**config.mk**
```make
export PLATFORM = sky130hd
export DESIGN_NAME = misaligned_lsu_aligner
export DESIGN_NICKNAME = d
export VERILOG_FILES = /design/src/rtl/width_pkg.sv /design/src/rtl/lane_extender.sv /design/src/rtl/misaligned_lsu_aligner.sv
export SDC_FILE = /design/constraint.sdc
export NUM_CORES = 1
export LEC_CHECK = 0
export CAP_MARGIN = 20
export CORE_ASPECT_RATIO = 1.75
export CORE_MARGIN = 5
export CORE_UTILIZATION = 50
export DETAILED_ROUTE_END_ITERATION = 8
export GPL_TIMING_DRIVEN = 0
export PLACE_DENSITY_LB_ADDON = 0.12
export SYNTH_ARGS = -nofsm -noshare
export SYNTH_HDL_FRONTEND = slang
export SYNTH_HIERARCHICAL = 1
export SYNTH_SLANG_ARGS = --single-unit
```
**constraint.sdc**
```tcl
create_clock -name clk -period 4.7 [get_ports clk]
set_input_delay 1.41 -clock clk [delete_from_list [all_inputs] [get_ports clk]]
set_output_delay 1.41 -clock clk [all_outputs]
set_load 0.01 [all_outputs]
```
**src/rtl/width_pkg.sv**
```systemverilog
// Shared access-width encoding, funct3 constants and sequencing states
// for the load/store alignment unit.
package width_pkg;

  typedef enum logic [1:0] {
    W_WORD   = 2'b00,
    W_BYTE   = 2'b01,
    W_HALF   = 2'b10,
    W_DOUBLE = 2'b11
  } width_e;

  // WidthSrc: [2] = unsigned, [1:0] = width_e
  typedef struct packed {
    logic   is_unsigned;
    width_e width;
  } width_src_t;

  localparam logic [2:0] F3_B  = 3'b000;
  localparam logic [2:0] F3_H  = 3'b001;
  localparam logic [2:0] F3_W  = 3'b010;
  localparam logic [2:0] F3_D  = 3'b011;
  localparam logic [2:0] F3_BU = 3'b100;
  localparam logic [2:0] F3_HU = 3'b101;
  localparam logic [2:0] F3_WU = 3'b110;

  typedef enum logic [1:0] {
    IDLE  = 2'd0,
    BEAT0 = 2'd1,
    BEAT1 = 2'd2,
    RESP  = 2'd3
  } state_e;

  function automatic width_src_t decode_funct3(input logic [2:0] f3);
    width_src_t src;
    src.is_unsigned = f3[2];
    case (f3[1:0])
      2'b00:   src.width = W_BYTE;
      2'b01:   src.width = W_HALF;
      2'b10:   src.width = W_WORD;
      default: src.width = W_DOUBLE;
    endcase
    return src;
  endfunction

  function automatic logic [3:0] width_bytes(input width_e w);
    logic [3:0] n;
    case (w)
      W_BYTE:  n = 4'd1;
      W_HALF:  n = 4'd2;
      W_WORD:  n = 4'd4;
      default: n = 4'd8;
    endcase
    return n;
  endfunction

endpackage

```
**src/rtl/lane_extender.sv**
```systemverilog
// Shifts a (possibly two-beat) bus window down to the access offset and
// sign/zero-extends the selected bytes to XLEN.
module lane_extender
  import width_pkg::*;
#(
  parameter int XLEN = 32
) (
  input  logic [2*XLEN-1:0]         raw,
  input  logic [$clog2(XLEN/8)-1:0] offset,
  input  width_e                    width,
  input  logic                      is_unsigned,
  output logic [XLEN-1:0]           data
);

  logic [XLEN-1:0] shifted;
  logic [XLEN-1:0] mask;
  logic            msb;

  assign shifted = XLEN'(raw >> {offset, 3'b000});

  always_comb begin
    mask = '1;
    msb  = shifted[XLEN-1];
    case (width)
      W_BYTE: begin
        mask = XLEN'(8'hFF);
        msb  = shifted[7];
      end
      W_HALF: begin
        mask = XLEN'(16'hFFFF);
        msb  = shifted[15];
      end
      W_WORD: begin
        mask = XLEN'(32'hFFFF_FFFF);
        msb  = shifted[31];
      end
      default: begin
        mask = '1;
        msb  = shifted[XLEN-1];
      end
    endcase
    data = (shifted & mask) | ((msb && !is_unsigned) ? ~mask : '0);
  end

endmodule

```
**src/rtl/misaligned_lsu_aligner.sv**
```systemverilog
// Load/store alignment unit: funct3 width decode, bus-word beats with lane
// enables, store lane steering and split handling of boundary-crossing accesses.
module misaligned_lsu_aligner
  import width_pkg::*;
#(
  parameter int XLEN             = 32,
  parameter bit ALLOW_MISALIGNED = 1'b1
) (
  input  logic              clk,
  input  logic              reset,
  input  logic              ReqValid,
  output logic              ReqReady,
  input  logic              ReqWrite,
  input  logic [2:0]        funct3,
  input  logic [XLEN-1:0]   Addr,
  input  logic [XLEN-1:0]   WriteData,
  output logic              MemReq,
  output logic              MemWe,
  output logic [XLEN-1:0]   MemAddr,
  output logic [XLEN/8-1:0] MemByteEn,
  output logic [XLEN-1:0]   MemWData,
  input  logic [XLEN-1:0]   MemRData,
  input  logic              MemReady,
  output logic              RespValid,
  output logic [XLEN-1:0]   RespData,
  output logic              Fault
);

  localparam int NB  = XLEN / 8;
  localparam int NB2 = 2 * NB;
  localparam int OB  = $clog2(NB);

  state_e            state_reg, state_next;
  logic              mem_req_reg, mem_req_next;
  logic              mem_we_reg, mem_we_next;
  logic [XLEN-1:0]   mem_addr_reg, mem_addr_next;
  logic [NB-1:0]     mem_be_reg, mem_be_next;
  logic [XLEN-1:0]   mem_wdata_reg, mem_wdata_next;
  logic              resp_valid_reg, resp_valid_next;
  logic [XLEN-1:0]   resp_data_reg, resp_data_next;
  logic              fault_reg, fault_next;

  logic              write_reg, write_next;
  width_e            width_reg, width_next;
  logic              uns_reg, uns_next;
  logic [OB-1:0]     off_reg, off_next;
  logic              cross_reg, cross_next;
  logic [NB-1:0]     be1_reg, be1_next;
  logic [XLEN-1:0]   wdata1_reg, wdata1_next;
  logic [XLEN-1:0]   lo_reg, lo_next;

  width_src_t        req_src;
  logic [3:0]        req_size;
  logic [OB-1:0]     req_off;
  logic [XLEN-1:0]   req_floor;
  logic              req_legal, req_cross, req_misaligned;
  logic [NB2-1:0]    be_wide;
  logic [2*XLEN-1:0] wide_data, steer_data;
  logic [2*XLEN-1:0] raw;
  logic [XLEN-1:0]   ext_data;

  assign req_src        = decode_funct3(funct3);
  assign req_size       = width_bytes(req_src.width);
  assign req_off        = Addr[OB-1:0];
  assign req_floor      = {Addr[XLEN-1:OB], {OB{1'b0}}};
  assign req_cross      = (5'(req_off) + 5'(req_size)) > 5'(NB);
  assign req_misaligned = (4'(req_off) & (req_size - 4'd1)) != 4'd0;

  always_comb begin
    req_legal = 1'b0;
    if (ReqWrite) begin
      case (funct3)
        F3_B, F3_H, F3_W: req_legal = 1'b1;
        F3_D:             req_legal = (XLEN == 64);
        default:          req_legal = 1'b0;
      endcase
    end else begin
      case (funct3)
        F3_B, F3_H, F3_W, F3_BU, F3_HU: req_legal = 1'b1;
        F3_D, F3_WU:                    req_legal = (XLEN == 64);
        default:                        req_legal = 1'b0;
      endcase
    end
  end

  // Lanes over a double-word window: the low half is beat0, the high half beat1.
  assign be_wide   = ((NB2'(1) << req_size) - NB2'(1)) << req_off;
  assign wide_data = {{XLEN{1'b0}}, WriteData} << {req_off, 3'b000};

  genvar gi;
  for (gi = 0; gi < NB2; gi++) begin : g_lane
    assign steer_data[gi*8 +: 8] = (ReqWrite && be_wide[gi]) ? wide_data[gi*8 +: 8] : 8'h00;
  end

  assign raw = (state_reg == BEAT1) ? {MemRData, lo_reg} : {{XLEN{1'b0}}, MemRData};

  lane_extender #(.XLEN(XLEN)) u_lane_extender (
    .raw         (raw),
    .offset      (off_reg),
    .width       (width_reg),
    .is_unsigned (uns_reg),
    .data        (ext_data)
  );

  always_comb begin
    state_next      = state_reg;
    mem_req_next    = mem_req_reg;
    mem_we_next     = mem_we_reg;
    mem_addr_next   = mem_addr_reg;
    mem_be_next     = mem_be_reg;
    mem_wdata_next  = mem_wdata_reg;
    resp_valid_next = 1'b0;
    resp_data_next  = resp_data_reg;
    fault_next      = 1'b0;
    write_next      = write_reg;
    width_next      = width_reg;
    uns_next        = uns_reg;
    off_next        = off_reg;
    cross_next      = cross_reg;
    be1_next        = be1_reg;
    wdata1_next     = wdata1_reg;
    lo_next         = lo_reg;
    case (state_reg)
      IDLE: begin
        if (ReqValid) begin
          write_next = ReqWrite;
          width_next = req_src.width;
          uns_next   = req_src.is_unsigned;
          off_next   = req_off;
          cross_next = req_cross;
          if (!req_legal || (!ALLOW_MISALIGNED && req_misaligned)) begin
            state_next      = RESP;
            resp_valid_next = 1'b1;
            fault_next      = 1'b1;
            resp_data_next  = '0;
          end else begin
            state_next     = BEAT0;
            mem_req_next   = 1'b1;
            mem_we_next    = ReqWrite;
            mem_addr_next  = req_floor;
            mem_be_next    = be_wide[NB-1:0];
            mem_wdata_next = steer_data[XLEN-1:0];
            be1_next       = be_wide[NB2-1:NB];
            wdata1_next    = steer_data[2*XLEN-1:XLEN];
          end
        end
      end
      BEAT0: begin
        if (MemReady) begin
          if (cross_reg) begin
            state_next     = BEAT1;
            mem_addr_next  = mem_addr_reg + XLEN'(NB);
            mem_be_next    = be1_reg;
            mem_wdata_next = wdata1_reg;
            lo_next        = MemRData;
          end else begin
            state_next      = RESP;
            mem_req_next    = 1'b0;
            resp_valid_next = 1'b1;
            resp_data_next  = write_reg ? '0 : ext_data;
          end
        end
      end
      BEAT1: begin
        if (MemReady) begin
          state_next      = RESP;
          mem_req_next    = 1'b0;
          resp_valid_next = 1'b1;
          resp_data_next  = write_reg ? '0 : ext_data;
        end
      end
      default: begin
        state_next = IDLE;
      end
    endcase
  end

  always_ff @(posedge clk) begin
    if (reset) begin
      state_reg      <= IDLE;
      mem_req_reg    <= 1'b0;
      mem_we_reg     <= 1'b0;
      mem_addr_reg   <= '0;
      mem_be_reg     <= '0;
      mem_wdata_reg  <= '0;
      resp_valid_reg <= 1'b0;
      resp_data_reg  <= '0;
      fault_reg      <= 1'b0;
      write_reg      <= 1'b0;
      width_reg      <= W_WORD;
      uns_reg        <= 1'b0;
      off_reg        <= '0;
      cross_reg      <= 1'b0;
      be1_reg        <= '0;
      wdata1_reg     <= '0;
      lo_reg         <= '0;
    end else begin
      state_reg      <= state_next;
      mem_req_reg    <= mem_req_next;
      mem_we_reg     <= mem_we_next;
      mem_addr_reg   <= mem_addr_next;
      mem_be_reg     <= mem_be_next;
      mem_wdata_reg  <= mem_wdata_next;
      resp_valid_reg <= resp_valid_next;
      resp_data_reg  <= resp_data_next;
      fault_reg      <= fault_next;
      write_reg      <= write_next;
      width_reg      <= width_next;
      uns_reg        <= uns_next;
      off_reg        <= off_next;
      cross_reg      <= cross_next;
      be1_reg        <= be1_next;
      wdata1_reg     <= wdata1_next;
      lo_reg         <= lo_next;
    end
  end

  assign ReqReady  = (state_reg == IDLE);
  assign MemReq    = mem_req_reg;
  assign MemWe     = mem_we_reg;
  assign MemAddr   = mem_addr_reg;
  assign MemByteEn = mem_be_reg;
  assign MemWData  = mem_wdata_reg;
  assign RespValid = resp_valid_reg;
  assign RespData  = resp_data_reg;
  assign Fault     = fault_reg;

endmodule
```
======== Yosys cells after proc, flatten, opt, wreduce, memory -nomap -nowiden ========
Index checks and enable logic that the tools add are counted.
storage, ports and cells
  register bits ........................... 181
  logic and storage cells ................. 131
  output and inout bits ................... 105
  bits of input ports ..................... 104
operators by class
  reductions and logical operators ........ 26
  bitwise logic cells ..................... 4
  $add $sub $neg .......................... 3
  equal/unequal tests ..................... 19
  order comparisons ....................... 1
  mux-type cells .......................... 57
  shift operators ......................... 4
operator list
  cell                                                                    number
  32-bit two-way mux                                                      15
  32-bit case mux with 2 select lines                                     3
  32-bit case mux with 3 select lines                                     1
  64-bit two-way mux                                                      1
  8-bit two-way mux                                                       8
  32-bit by 5-bit << shifter with 64-bit output                           1
  64-bit by 5-bit right shift with 32-bit output                          1
  32-bit by 3-bit adder with 32-bit output (second input constant)        1
  32-bit bitwise AND                                                      1
  32-bit NOT                                                              1
  32-bit OR                                                               1
  4-bit two-way mux                                                       4
  1-bit two-way mux                                                       14
  2-bit != test (second input constant)                                   6
  2-bit case mux with 3 select lines                                      2
  4-bit case mux with 3 select lines                                      1
  6-bit AND reduction                                                     2
  1-bit logical AND                                                       9
  3-bit AND reduction                                                     3
  2-bit by 1-bit equality test with 1-bit output (second input constant)  4
  2-bit equality test (second input constant)                             4
  2-bit two-way mux                                                       4
  4-bit case mux with 2 select lines                                      1
  1-bit by 4-bit << shifter with 8-bit output (first input constant)      1
  21 further kinds                                                        25

======== Depth between registers and ports, before layout ========
  word-level depth ........................ 12
  mapped depth ............................ 12
  depth with buffers taken out ............ 10

======== Modules after synthesis ========
Netlist, hierarchy kept.
modules (own cells, without submodules)
  module                  cells each  sequential area each (sq um)  instances  area an instance (sq um)
  misaligned_lsu_aligner  1,088       3,423.3                       1          8,886.0
  lane_extender           111         0.0                           1          1,188.6

======== Worst setup path after synthesis ========
Ideal clock, no wire load.
  path kind ............................... input to register
  start point ............................. in funct3[0]
  end point ............................... reg mem_wdata_reg[23] (netlist: MemWData[23])
  library setup time ...................... 0.132 ns
  arrival ................................. 3.097 ns
  data required time ...................... 4.568 ns
  path buffers ............................ 1
  slack ................................... 1.471 ns
  stages on the path ...................... 8
  cell sequence ........................... inv_1 > ha_1 > or3_1 > clkbuf_1 > a311oi_2 > nor4_1 > a211oi_1 > nor3_1
between the ends
  word-level cells in the longest chain between the ends .. 12
  elaborated cells between the ends (all ways) .. 28
  classes of those cells .................. add/sub: 1; eq/ne: 9; shift: 2; mux: 9; reduce/logical: 7
RTL lines
  item                                               line                           source
  start, declared                                    misaligned_lsu_aligner.sv:14   input logic [2:0] funct3,
  2-bit equality test, or another cell as far along  width_pkg.sv:36                case (f3[1:0])
  2-bit case mux with 3 select lines                 width_pkg.sv:36
  2-bit equality test, or another cell as far along  width_pkg.sv:47                case (w)
  4-bit case mux with 3 select lines                 width_pkg.sv:47
  1-bit by 4-bit << shifter with 8-bit output        misaligned_lsu_aligner.sv:87   assign be_wide = ((NB2'(1) << req_size) - NB2'(1)) << req_off;
  8-bit by 2-bit subtractor with 8-bit output        misaligned_lsu_aligner.sv:87
  8-bit by 2-bit << shifter with 8-bit output        misaligned_lsu_aligner.sv:87
  1-bit logical AND                                  misaligned_lsu_aligner.sv:92   assign steer_data[gi*8 +: 8] = (ReqWrite && be_wide[gi]) ? wide_data[gi*8 +: 8] : 8'h00;
  8-bit two-way mux                                  misaligned_lsu_aligner.sv:92
  32-bit two-way mux                                 misaligned_lsu_aligner.sv:131  if (!req_legal || (!ALLOW_MISALIGNED && req_misaligned)) begin
  32-bit two-way mux                                 misaligned_lsu_aligner.sv:125  if (ReqValid) begin
  32-bit case mux with 2 select lines                misaligned_lsu_aligner.sv:123  case (state_reg)
  end signal, assigned                               misaligned_lsu_aligner.sv:203  mem_wdata_reg <= mem_wdata_next;
  end, declared                                      misaligned_lsu_aligner.sv:38   logic [XLEN-1:0] mem_wdata_reg, mem_wdata_next;
Several ways; a longest one is shown, not always the timed one. The select of a mux whose other input is x is not followed.
A chain may end at the register's enable or synchronous reset.

======== Worst setup path in the final report ========
  start point ............................. in funct3[0]
  end point ............................... reg mem_wdata_reg[17] (netlist: MemWData[17])
The elaborated chain is that of the path after synthesis.

==> results_dict.tcl <==
set metrics [dict create \
    outcome "complete, no violations" \
    worstReg2RegStart "state_reg[0]$_SDFFE_PP0P_" \
    cts_tree "yes" \
    cp-start-kind "input pin" \
    hp-start "lo_reg[8]$_SDFFE_PP0P_" \
    place.gp.congestion 0.9518 \
    rsz0062_at_grt "no" \
    hold_path_class "reg2reg" \
    drt_pass1_iterations 7 \
    final.setup.tns_ns 0 \
    coreArea_mm2 0.01974 \
    die_y_um 197.3 \
    routed-via-count 10180 \
    grt.busiest_layer "met2" \
    crit_type "in2reg" \
    yosys_warnings 6 \
    final.period_utilization 0.8612 \
    leakage_nw 4.568 \
    fp-row-count 68 \
    synth_cells 1191 \
    drive_gt1_frac 0.1063 \
    hold_violations 0 \
    grt_use_total 0.3075 \
    grt_pass1_wl_um 54550 \
    clk_path_buf_depth 2 \
    worstPathArrival_ns 4.36 \
    clock-root-buffer "clkbuf_16" \
    grt.met1_usage 0.3029 \
    drtIter0Drc 755 \
    cts-buffers-inserted 17 \
    r2r_slack_ns 1.11 \
    clk_latency_ns 0.44 \
    max_cap_violations 0 \
    fin_worst_skew_ns 0.009154 \
    dp_cells 1643 \
    io_pins 209 \
    cts_sinks 171 \
    met2_usage 0.5482 \
    powerDensity_mw_per_mm2 571.6 \
    hold_depth 2 \
    final_util 0.6559 \
    start_util 0.5079 \
    endpoint_kind "flop" \
    crit_required_ns 5.01 \
    hold_path_end "lo_reg[8]$_SDFFE_PP0P_" \
    synth_area_mm2 0.01002 \
    whs_ns 0.4530 \
    postSynthAreaPerCell_um2 8.417 \
    finalSetupViolations 0 \
    path_clk_slew_ns 0.07 \
    final_nets 1540 \
    slew_headroom 0.4248 \
    hold_buffers 0 \
    min_period_ns 4.048 \
    grt_remaining_overflow 0 \
    use_met3 0.05579 \
    grt_max_degree 17 \
    cts_resized 0 \
    ant_nets 0 \
    r2r-end "RespData[21]$_SDFFE_PP0P_" \
    hpwl_um 27900 \
    crit_path_max_fanout 9 \
    via_per_inst 6.080 \
    cts_setup_buffers 0 \
    crit_path_start "funct3[0]" \
    syn_to_final_growth_pct 29.16 \
    antenna_found_initial 0 \
    r2r_cells 12 \
    vdd_drop_max_mv 0.3995 \
    htree_levels 4 \
    tightest_slew_ns 0.8628 \
    drc 0 \
    die_w_um 117.0 \
    wl_per_cell_um 21.28 \
    grt_pass1_vias 10230 \
    fin_cells 1675 \
    slew_violations 0 \
    port_buffers 205 \
    max_clock_freq_mhz 247.1 \
    routed_wl_um 35640 \
    dieArea_mm2 0.02309 \
    antenna_cells 0 \
]
-- layer usage --
layer,vias to the layer above,routed length (um)
met4,0,3270
li1,4783,-
met3,173,2502
met1,4718,11520
met5,-,0
met2,510,18340
-- critical path, cell delays in order --
cell	delay [ns]
clkdlybuf4s50_1	0.57
inv_1	0.13
ha_1	0.35
or3_1	0.35
clkbuf_1	0.17
a311oi_2	0.79
nor4_1	0.11
a211oi_1	0.39
nor3_1	0.09
-- layout make-up --
| type | instances | area (um^2) |
|---|---|---|
| Clock inverter | 14 | 116.4 |
| Sequential cell | 171 | 3423 |
| Multi-Input combinational cell | 901 | 6046 |
| Buffer | 101 | 488.0 |
| Timing Repair Buffer | 206 | 2057 |
| Fill cell | 1801 | 6792 |
| Inverter | 19 | 71.32 |
| Clock buffer | 18 | 439.2 |
| Tap cell | 245 | 306.5 |
-- metrics by stage --
step                      power [W]  worst slack [ns]  area (um^2)
after global placement     0.005984            0.2793        12390
after global routing       0.007821            0.4944        12950
after detailed placement   0.006030            0.2652        12390
final                      0.007400            0.6523        12950
after CTS                  0.007371            0.6965        12950
after floorplan            0.004445             1.471        10030
-- how the worst max path moves through the flow --
stage	endpoint	slack, ns	depth (start not counted)
detailed placement	RespData[0]$_SDFFE_PP0P_	0.27	9
CTS	RespData[0]$_SDFFE_PP0P_	0.70	9
global placement	RespData[0]$_SDFFE_PP0P_	0.28	9
global route	RespData[0]$_SDFFE_PP0P_	0.49	9
finish	MemWData[17]$_SDFFE_PP0P_	0.65	9
floorplan	MemWData[23]$_SDFFE_PP0P_	1.47	8
-- cell usage in the layout (no fill, tap or decap), types with 7 or more instances in the layout --
master and instances:
nand4_1 9, a21oi_1 119, nand2b_1 50, clkdlybuf4s50_1 205
a2bb2oi_1 9, mux2_2 43, mux4_1 7, a22oi_1 8
nor2b_1 13, buf_1 8, a22o_1 16, or3_1 10
dfxtp_1 171, ha_1 18, nand2_1 166, clkbuf_1 61
clkbuf_16 17, a31oi_1 8, mux4_2 22, nor4_1 15
mux2i_1 24, and2_1 29, a211oi_1 23, buf_2 20
nor2_1 73, nor3_1 38, buf_6 7, nand3_1 55
o21ai_0 40, a221oi_1 17, o22ai_1 7, inv_1 18
-- where the power goes --
group,total [W],switching (W),internal (W)
clock network,0.00134,0.000644,0.000699
registers,0.00207,0.000292,0.00178
logic,0.00399,0.00226,0.00172
Power figures use the tool's default switching activity.
